`src/rtl/vuop_sequencer_pkg.sv`:
```
// rtl/vuop_sequencer_pkg.sv - vtype encodings, request/uop records and group-geometry helpers
package vuop_sequencer_pkg;

  localparam int NUM_LANES = 4;
  localparam int VL_W      = 8;
  localparam int VLENB     = 16;

  typedef enum logic [2:0] {
    SEW8 = 3'd0, SEW16 = 3'd1, SEW32 = 3'd2, SEW64 = 3'd3,
    SEW_R4 = 3'd4, SEW_R5 = 3'd5, SEW_R6 = 3'd6, SEW_R7 = 3'd7
  } vsew_t;

  typedef enum logic [2:0] {
    LMUL1 = 3'd0, LMUL2 = 3'd1, LMUL4 = 3'd2, LMUL8 = 3'd3,
    LMUL_RSVD = 3'd4, LMUL_F8 = 3'd5, LMUL_F4 = 3'd6, LMUL_F2 = 3'd7
  } vlmul_t;

  typedef struct packed {
    vsew_t           vsew;
    vlmul_t          vlmul;
    logic            vill;
    logic [VL_W-1:0] vl;
    logic [4:0]      vd;
    logic [4:0]      vs1;
    logic [4:0]      vs2;
  } vuop_req_t;

  typedef struct packed {
    logic [4:0]                vd;
    logic [4:0]                vs1;
    logic [4:0]                vs2;
    logic [4:0]                vuop_num;
    logic                      last;
    logic [NUM_LANES-1:0]      vlaneactive;
    logic [NUM_LANES-1:0][3:0] vbyte_en;
  } vuop_t;

  function automatic logic [VL_W-1:0] elems_per_reg(vsew_t vsew);
    return 8'(VLENB) >> vsew;
  endfunction

  // Fractional LMUL still occupies one whole register.
  function automatic logic [VL_W-1:0] regs_per_group(vlmul_t vlmul);
    case (vlmul)
      LMUL2:   return 8'd2;
      LMUL4:   return 8'd4;
      LMUL8:   return 8'd8;
      default: return 8'd1;
    endcase
  endfunction

endpackage

```
`src/rtl/vuop_byte_mask.sv`:
```
// rtl/vuop_byte_mask.sv - per-byte write enables of one uop from SEW, vl and uop index
// Optional VUOP_VSTART_EN adds a lower element bound.
module vuop_byte_mask
  import vuop_sequencer_pkg::*;
(
  input  vsew_t      vsew,
  input  logic [7:0] vl,
`ifdef VUOP_VSTART_EN
  input  logic [7:0] vstart,
`endif
  input  logic [4:0] uop_idx,
  output logic [15:0] byte_en
);

  logic [9:0] base;

  assign base = 10'(uop_idx) * 10'(elems_per_reg(vsew));

  always_comb begin
    byte_en = '0;
    for (int k = 0; k < 16; k++) begin
`ifdef VUOP_VSTART_EN
      byte_en[k] = ((base + (10'(k) >> vsew)) < 10'(vl)) &&
                   ((base + (10'(k) >> vsew)) >= 10'(vstart));
`else
      byte_en[k] = (base + (10'(k) >> vsew)) < 10'(vl);
`endif
    end
  end

endmodule

```
`src/rtl/vuop_sequencer.sv`:
```
// rtl/vuop_sequencer.sv - splits a decoded vector instruction into per-register uops
// Optional VUOP_VSTART_EN adds in_vstart (leading-element suppression and uop skipping).
module vuop_sequencer
  import vuop_sequencer_pkg::*;
(
  input  logic        CLK,
  input  logic        nRST,
  input  logic        flush,
  input  logic        in_valid,
  output logic        in_ready,
  input  logic [2:0]  in_vsew,
  input  logic [2:0]  in_vlmul,
  input  logic        in_vill,
  input  logic [7:0]  in_vl,
`ifdef VUOP_VSTART_EN
  input  logic [7:0]  in_vstart,
`endif
  input  logic [4:0]  in_vd,
  input  logic [4:0]  in_vs1,
  input  logic [4:0]  in_vs2,
  output logic        out_valid,
  input  logic        out_ready,
  output logic [4:0]  out_vd,
  output logic [4:0]  out_vs1,
  output logic [4:0]  out_vs2,
  output logic [4:0]  out_vuop_num,
  output logic        out_last,
  output logic [3:0]  out_vlaneactive,
  output logic [15:0] out_vbyte_en,
  output logic        done,
  output logic        illegal
);

  typedef enum logic {IDLE = 1'b0, ISSUE = 1'b1} state_t;

  state_t     state_q, state_d;
  vsew_t      vsew_q;
  logic [7:0] vl_q;
  logic [4:0] vd_q, vs1_q, vs2_q, idx_q, last_q;
  logic       done_q, illegal_q;
`ifdef VUOP_VSTART_EN
  logic [7:0] vstart_q;
`endif

  vuop_req_t  req_in;
  logic       illegal_in, zero_in, accept, hs, hs_last, load, advance;
  logic [7:0] epr_in, maxvl_in, vl_eff;
  logic [8:0] nregs_in;
  logic [4:0] start_in, last_in;
  logic [15:0] byte_en;
  vuop_t      uop;

  assign req_in = '{vsew: vsew_t'(in_vsew), vlmul: vlmul_t'(in_vlmul), vill: in_vill,
                    vl: in_vl, vd: in_vd, vs1: in_vs1, vs2: in_vs2};

  // Long vl is clamped to the group size; uop count is ceil(vl/epr) of the clamped value.
  always_comb begin
    illegal_in = req_in.vill || (in_vsew > 3'd2) || (req_in.vlmul == LMUL_RSVD);
    epr_in     = elems_per_reg(req_in.vsew);
    maxvl_in   = regs_per_group(req_in.vlmul) * epr_in;
    vl_eff     = (req_in.vl > maxvl_in) ? maxvl_in : req_in.vl;
    nregs_in   = (9'(vl_eff) + 9'(epr_in) - 9'd1) >> (3'd4 - 3'(req_in.vsew));
    last_in    = 5'(nregs_in - 9'd1);
`ifdef VUOP_VSTART_EN
    start_in   = 5'(in_vstart >> (3'd4 - 3'(req_in.vsew)));
    zero_in    = illegal_in || (vl_eff == 8'd0) || (in_vstart >= vl_eff);
`else
    start_in   = 5'd0;
    zero_in    = illegal_in || (vl_eff == 8'd0);
`endif
  end

  assign out_valid = (state_q == ISSUE);
  assign hs        = out_valid && out_ready;
  assign hs_last   = hs && out_last;
  assign in_ready  = nRST && ((state_q == IDLE) || hs_last);
  assign accept    = in_valid && in_ready && !flush;

  always_comb begin
    state_d = state_q;
    load    = 1'b0;
    advance = 1'b0;
    case (state_q)
      IDLE: begin
        if (accept && !zero_in) begin
          state_d = ISSUE;
          load    = 1'b1;
        end
      end
      ISSUE: begin
        if (flush) begin
          state_d = IDLE;
        end else if (hs_last) begin
          if (accept && !zero_in) load = 1'b1;
          else state_d = IDLE;
        end else if (hs) begin
          advance = 1'b1;
        end
      end
      default: state_d = IDLE;
    endcase
  end

  always_ff @(posedge CLK or negedge nRST) begin
    if (!nRST) begin
      state_q   <= IDLE;
      vsew_q    <= SEW8;
      vl_q      <= '0;
      vd_q      <= '0;
      vs1_q     <= '0;
      vs2_q     <= '0;
      idx_q     <= '0;
      last_q    <= '0;
      done_q    <= 1'b0;
      illegal_q <= 1'b0;
`ifdef VUOP_VSTART_EN
      vstart_q  <= '0;
`endif
    end else begin
      state_q   <= state_d;
      done_q    <= accept && zero_in;
      illegal_q <= accept && illegal_in;
      if (load) begin
        vsew_q <= req_in.vsew;
        vl_q   <= vl_eff;
        vd_q   <= req_in.vd;
        vs1_q  <= req_in.vs1;
        vs2_q  <= req_in.vs2;
        idx_q  <= start_in;
        last_q <= last_in;
`ifdef VUOP_VSTART_EN
        vstart_q <= in_vstart;
`endif
      end else if (advance) begin
        idx_q <= idx_q + 5'd1;
      end
    end
  end

  vuop_byte_mask u_mask (
    .vsew    (vsew_q),
    .vl      (vl_q),
`ifdef VUOP_VSTART_EN
    .vstart  (vstart_q),
`endif
    .uop_idx (idx_q),
    .byte_en (byte_en)
  );

  always_comb begin
    uop          = '0;
    uop.vd       = vd_q + idx_q;
    uop.vs1      = vs1_q + idx_q;
    uop.vs2      = vs2_q + idx_q;
    uop.vuop_num = idx_q;
    uop.last     = out_valid && (idx_q == last_q);
    uop.vbyte_en = byte_en;
    for (int j = 0; j < NUM_LANES; j++) uop.vlaneactive[j] = |uop.vbyte_en[j];
  end

  assign out_vd          = uop.vd;
  assign out_vs1         = uop.vs1;
  assign out_vs2         = uop.vs2;
  assign out_vuop_num    = uop.vuop_num;
  assign out_last        = uop.last;
  assign out_vlaneactive = uop.vlaneactive;
  assign out_vbyte_en    = uop.vbyte_en;
  assign done            = done_q || (hs_last && !flush);
  assign illegal         = illegal_q;

endmodule

```
`config.mk`:
```
export PLATFORM = sky130hd
export DESIGN_NAME = vuop_sequencer
export DESIGN_NICKNAME = d
export VERILOG_FILES = /design/src/rtl/vuop_sequencer_pkg.sv /design/src/rtl/vuop_byte_mask.sv /design/src/rtl/vuop_sequencer.sv
export SDC_FILE = /design/constraint.sdc
export NUM_CORES = 1
export LEC_CHECK = 0
export CORE_MARGIN = 5
export CORE_UTILIZATION = 49
export DETAILED_ROUTE_END_ITERATION = 10
export GPL_TIMING_DRIVEN = 0
export PLACE_DENSITY_LB_ADDON = 0.1
export SKIP_CTS_REPAIR_TIMING = 1
export SYNTH_ARGS = -nofsm -noshare
export SYNTH_HDL_FRONTEND = slang
export SYNTH_HIERARCHICAL = 1
export SYNTH_SLANG_ARGS = --single-unit
```
`constraint.sdc`:
```
create_clock -name CLK -period 8.03 [get_ports CLK]
set_clock_uncertainty 0.15 [all_clocks]
set_input_delay 0.803 -clock CLK [delete_from_list [all_inputs] [get_ports CLK]]
set_output_delay 0.803 -clock CLK [all_outputs]
set_load 0.05 [all_outputs]
```
Word level (Yosys, flattened, before mapping)
Cells that the tools add are included.
{"block": "word_totals", "romBits": 0, "latch_bits": 0, "wordCells": 117, "ram_bits": 0, "reg_bits": 39, "out_inout_bits": 45, "n_memories": 0}
{"block": "classes", "n_div": 0, "shifts": 19, "magnitude_cmp": 18, "n_mux": 15, "n_mul": 2, "eq_ne": 5, "n_reduce_logical": 23, "addsub": 24, "bitwise": 1}
{"operator": "adder 10 bit", "count": 16}
{"operator": "< comparator 10 x 8 -> 1 bit", "count": 16}
{"operator": ">> shifter 4 x 3 -> 10 bit (first input constant)", "count": 8}
{"operator": ">> shifter 3 x 3 -> 10 bit (first input constant)", "count": 4}
{"operator": ">> shifter 1 x 3 -> 10 bit (first input constant)", "count": 2}
{"operator": ">> shifter 2 x 3 -> 10 bit (first input constant)", "count": 2}
{"operator": "OR reduction 4 bit", "count": 4}
{"operator": ">> shifter 5 x 3 -> 8 bit (first input constant)", "count": 2}
{"operator": "adder 5 bit", "count": 3}
{"operator": "one-hot mux 4 bit (3 select lines)", "count": 1}
{"operator": "logical AND 1 bit", "count": 10}
{"operator": "multiplier 5 x 8 -> 10 bit", "count": 1}
{"operator": "two-way mux 5 bit", "count": 2}
{"operator": "adder 8 x 8 -> 9 bit", "count": 1}
{"operator": "two-way mux 1 bit", "count": 9}
{"operator": ">> shifter 9 x 3 -> 5 bit", "count": 1}
{"operator": "subtractor 9 x 1 -> 9 bit (second input constant)", "count": 1}
{"operator": "greater-than comparator 8 bit", "count": 1}
{"operator": "zero test 8 bit", "count": 1}
{"operator": "multiplier 8 x 8 -> 8 bit", "count": 1}
{"operator": "two-way mux 8 bit", "count": 1}
{"operator": "== test 3 x 2 -> 1 bit (second input constant)", "count": 2}
{"operator": "adder 5 x 1 -> 5 bit (second input constant)", "count": 1}
{"operator": "== test 5 bit", "count": 1}
{"operator": "other kinds (10)", "count": 16}

Logic depth before layout (Yosys ltp)
{"block": "logic_depth", "depth_word": 14, "mapped_depth": 37}

Modules after synthesis
The synthesis kept the hierarchy.
{"module": "vuop_byte_mask", "area_per_inst_um2": 6202.2, "cells_per_inst": 783, "n_inst": 1}
{"module": "vuop_sequencer", "area_per_inst_um2": 3883.7, "cells_per_inst": 437, "n_inst": 1}

Worst setup path after synthesis
Ideal clock, no wire load.
{"block": "synth_timing", "kind": "register -> output", "start": "reg vsew_q[0]", "end": "out out_vlaneactive[2]", "t_arrival_ps": 8284, "n_path_buf": 1, "path_stages_with_launch": 20, "path_slack_ps": -1207, "cell_sequence": "dfrtp_1 -> inv_1 -> ha_1 -> nor2b_1 -> nand2_1 -> fa_1 -> fa_1 -> fa_1 -> inv_1 -> ha_1 -> a211oi_4 -> nor2_1 -> nor2_1 -> buf_2 -> xnor2_1 -> ha_1 -> a21oi_1 -> o21ai_0 -> a2111oi_0 -> or4_1"}
{"block": "synth_between", "elab_chain_len": 5, "word_cells_on_any_way": 15, "cone_classes": "add/sub: 4; mul: 1; order compare: 4; shift: 5; reduce/logical: 1"}
{"element": "start: declaration", "line_no": "vuop_sequencer.sv:37", "source": "vsew_t vsew_q;"}
{"element": "start signal: assignment", "line_no": "vuop_sequencer.sv:124", "source": "vsew_q <= req_in.vsew;"}
{"element": ">> shifter 5 x 3 -> 8 bit", "line_no": "vuop_sequencer_pkg.sv:39", "source": "return 8'(VLENB) >> vsew;"}
{"element": "multiplier 5 x 8 -> 10 bit", "line_no": "vuop_byte_mask.sv:17", "source": "assign base = 10'(uop_idx) * 10'(elems_per_reg(vsew));"}
{"element": "adder 10 bit *", "line_no": "vuop_byte_mask.sv:26", "source": "byte_en[k] = (base + (10'(k) >> vsew)) < 10'(vl);"}
{"element": "< comparator 10 x 8 -> 1 bit *", "line_no": "vuop_byte_mask.sv:26"}
{"element": "via out_vbyte_en[11]", "line_no": "vuop_sequencer.sv:29", "source": "output logic [15:0] out_vbyte_en,"}
{"element": "OR reduction 4 bit *", "line_no": "vuop_sequencer.sv:158", "source": "for (int j = 0; j < NUM_LANES; j++) uop.vlaneactive[j] = |uop.vbyte_en[j];"}
{"element": "end: declaration", "line_no": "vuop_sequencer.sv:28", "source": "output logic [3:0] out_vlaneactive,"}
The timed path passes the listed nets; every way through them passes the cells marked *.

Worst setup path in the final report
{"block": "layout_timing", "start": "in in_vsew[0]", "end": "reg last_q[4]"}
{"block": "layout_between", "elab_chain_len": 12, "word_cells_on_any_way": 20, "cone_classes": "add/sub: 4; mul: 1; order compare: 2; shift: 2; mux: 5; reduce/logical: 6"}
{"element": "start: declaration", "line_no": "vuop_sequencer.sv:11", "source": "input logic [2:0] in_vsew,"}
{"element": "parallel branches: the longest is 12 deep, another holds adder 8 x 8 -> 9 bit"}
{"element": "end signal: assignment", "line_no": "vuop_sequencer.sv:130", "source": "last_q <= last_in;"}
{"element": "end: declaration", "line_no": "vuop_sequencer.sv:39", "source": "logic [4:0] vd_q, vs1_q, vs2_q, idx_q, last_q;"}
Several ways; the timed one is not identified.
A chain may end at the register's enable or synchronous reset.

==> results_tabular.tex <==
\begin{tabular}{lr}
\hline
Metric & Value \\
\hline
\multicolumn{2}{l}{\textbf{Status}} \\
Outcome & finished, violations left \\
Violations in the final reports & negative setup slack \\
\multicolumn{2}{l}{\textbf{Floorplan}} \\
Floorplan die width & 153 um \\
Initial Util & 49.8\% \\
Total Die Area & 23600 um2 \\
Top-Level Pins & 80 \\
Row cnt & 52 \\
Overall die height & 153 um \\
Core area & 20200 um2 \\
\multicolumn{2}{l}{\textbf{Yosys}} \\
Synth Cell Area & 10100 um2 \\
Commonest cells in the synthesized netlist & ha\_1, nor2\_1, a21oi\_1, xnor2\_1, inv\_1 \\
Count of flip-flops with a built-in enable after synthesis & 0 \\
Largest cells by area after synthesis & ha\_1, dfrtp\_1, xnor2\_1 \\
Number of distinct library cells after synthesis & 80 \\
Cell with the most instances after synthesis & ha\_1 \\
Share of the yosys chip area belonging to registers & 9.68\% \\
Number of cells produced by synthesis & 1220 \\
Share of synthesized registers carrying an async set or reset & 100\% \\
Mean Syn Cell Area & 8.27 um2 \\
Primary FF master, synth & dfrtp\_1 \\
Warning count from the yosys run & 6 \\
Mapped Nets & 1503 \\
Flip-flop and latch count after synthesis & 39 \\
Area fraction of the dominant cell type after synthesis & 26.7\% \\
Cell taking the most area after synthesis & ha\_1 \\
\multicolumn{2}{l}{\textbf{Power}} \\
PnR Total Power & 2.44 mW \\
IR drop worst, VDD & 0.000160 V \\
Static leakage & 5.74 nW \\
Power per cell area & 205 nW/um2 \\
\multicolumn{2}{l}{\textbf{Worst setup path}} \\
Crit path launch type & input port \\
Cell repeated most along the worst path & ha\_4 \\
Crit-path max FO & 8 \\
Flop2flop setup slack & 4.80 ns \\
WS Path Type & in2reg \\
Family of cells with the greatest summed delay on the critical path & adder cells \\
Slowest cell delay on critical path & 0.51 ns \\
Buf+Inv Stages, Crit Path & 6 \\
Required arrival time at the worst endpoint & 8.06 ns \\
Slowest stage cell on the critical path & fa\_1 \\
Crit path arrival time & 8.08 ns \\
Setup crit end kind & flip-flop \\
\multicolumn{2}{l}{\textbf{STA}} \\
Relative slew margins & 43.9\% \\
Top achievable clock speed & 124 MHz \\
Fin. max-slew vios & 0 \\
Final total negative setup slack & -0.0185 ns \\
Number of setup violations in the final report & 1 \\
Fin worst setup slack & -0.0185 ns \\
Hold Violations, Final & 0 \\
Pin slew with the least headroom to its limit & 0.841 ns \\
Part of the cycle the worst path needs & 100\% \\
Post-layout min period & 8.05 ns \\
Setup repair after global routing missed its margin & yes \\
Post-Route Hold Slack & 0.286 ns \\
\multicolumn{2}{l}{\textbf{GRT}} \\
Wire length of the first global-routing pass & 43.9 mm \\
Total congestion overflow & 0 \\
Largest net degree at the start of global routing & 26 \\
Global-route track usage on met1 & 31.1\% \\
Fraction of met3 tracks used by global routing & 1.58\% \\
Initial antenna violation count & 0 \\
Number of global-route vias before repair & 8569 \\
Global-route track usage on met2 & 38.0\% \\
Most used routing layer in global routing & met2 \\
Global-route usage over all layers & 22.0\% \\
\multicolumn{2}{l}{\textbf{Cells and area}} \\
Layout Area Growth over Synthesis & 17.9\% \\
N\_diodes & 0 \\
Layout Cell Area excl Fill & 11900 um2 \\
Final net count & 1608 \\
Layout cells sized above 1 & 11.9\% \\
\multicolumn{2}{l}{\textbf{Hold path}} \\
Worst hold-check path type & in2async \\
\multicolumn{2}{l}{\textbf{Drt}} \\
Post-route DRC & 0 \\
Number of nets with antenna violations after routing & 0 \\
Drt first pass iters & 6 \\
Vias per Instance & 5.55 \\
Number of DRC violations after detailed-routing iteration 0 & 352 \\
Detailed Route WL & 26.3 mm \\
Via count & 8850 \\
Detailed-route wire length per cell & 16.5 um \\
\multicolumn{2}{l}{\textbf{Place}} \\
Minimum setup slack after placement & -1.26 ns \\
Count of input and output buffers & 79 \\
Detail Placement HPWL & 21.3 mm \\
Placed Area & 11400 um2 \\
Placer's final routability congestion estimate & 0.886 \\
\multicolumn{2}{l}{\textbf{Clock tree}} \\
H-tree Lvls & 2 \\
Clock tree from TritonCTS & built \\
Clock sink count & 39 \\
Latest clock arrival within the worst-skew pair & 0.29 ns \\
Num CTS Buffers & 5 \\
Clock slew at reported path FFs & 0.06 ns \\
Clock buffer depth & 2 \\
Clock Root Buffer & clkbuf\_16 \\
\multicolumn{2}{l}{\textbf{Job}} \\
Max-cap viol count & 0 \\
\hline
\end{tabular}
[state kept, by name, indices dropped and copies added (netlist names)]
name and cells:
vs1_q 5, out_valid 1, vl_q 8, vd_q 5
vs2_q 5, illegal 1, vsew_q 3, done_q 1
out_vuop_num 5, last_q 5
[cell type report]
| type | count | area [um2] |
|---|---|---|
| Buffer | 40 | 200 |
| Clock buffer | 5 | 125 |
| Clock inverter | 3 | 43.8 |
| Fill cell | 1841 | 8340 |
| Inverter | 94 | 373 |
| Multi-Input combinational cell | 1047 | 8870 |
| Sequential cell | 39 | 976 |
| Tap cell | 270 | 338 |
| Timing Repair Buffer | 98 | 963 |
[logic make-up (layout without fill, tap and decap cells)]
family	count (synthesis)	in the layout	share of synthesized area, %
compound gates	279	279	18.3
xor+xnor	146	146	12.8
fa+ha+maj	250	251	33.4
buf+inv	135	240	5.32
flops	39	39	9.68
mux	26	26	2.82
simple gates	345	345	17.7
[where the power goes]
part           leakage, nW  switching (mW)  internal [mW]  total, mW
sequential           0.509          0.0457          0.242      0.287
combinational         5.15            1.17          0.758       1.92
clock               0.0838          0.0813          0.146      0.228
total                 5.74            1.29           1.15       2.44
[placed cells by master (no fill, tap or decap), types with 17 or more instances in the layout]
| cell | count |
|---|---|
| inv_1 | 85 |
| dfrtp_1 | 39 |
| nor2b_1 | 27 |
| ha_1 | 210 |
| xnor2_1 | 91 |
| xor2_1 | 53 |
| fa_1 | 31 |
| nor2_1 | 96 |
| nand2_1 | 70 |
| buf_4 | 23 |
| nand3_1 | 24 |
| and2_1 | 19 |
| clkdlybuf4s50_1 | 53 |
| a21o_1 | 33 |
| o21ai_0 | 56 |
| mux2_2 | 18 |
| a21oi_1 | 90 |
| clkbuf_1 | 17 |
| dlymetal6s2s_1 | 18 |
[metrics by stage]
| stage | instances | util (%) |
|---|---|---|
| after floorplan | 1220 | - |
| final | 1596 | 58.8 |
| after global placement | 1569 | 56.0 |
| after CTS | 1578 | 56.9 |
| after detailed placement | 1570 | 56.1 |
| after global routing | 1596 | 58.8 |
[per-layer routing]
metal	wire length, um	vias up
met4	309	0
li1	-	4532
met1	12800	4112
met3	956	22
met2	12200	184
met5	0	-
[path summary, 6_finish.rpt]
kind                                 start   endpoint  cells after the start
min                                   nRST   vs2_q[3]                      1
max in group asynchronous             nRST    vl_q[4]                      2
min in group CLK                  vs1_q[0]   vs1_q[0]                      1
max                             in_vsew[0]  last_q[4]                     36
max reg2reg                out_vuop_num[4]  vsew_q[1]                      9
min reg2reg                       vs1_q[0]   vs1_q[0]                      1
Power figures use the tool's default switching activity.
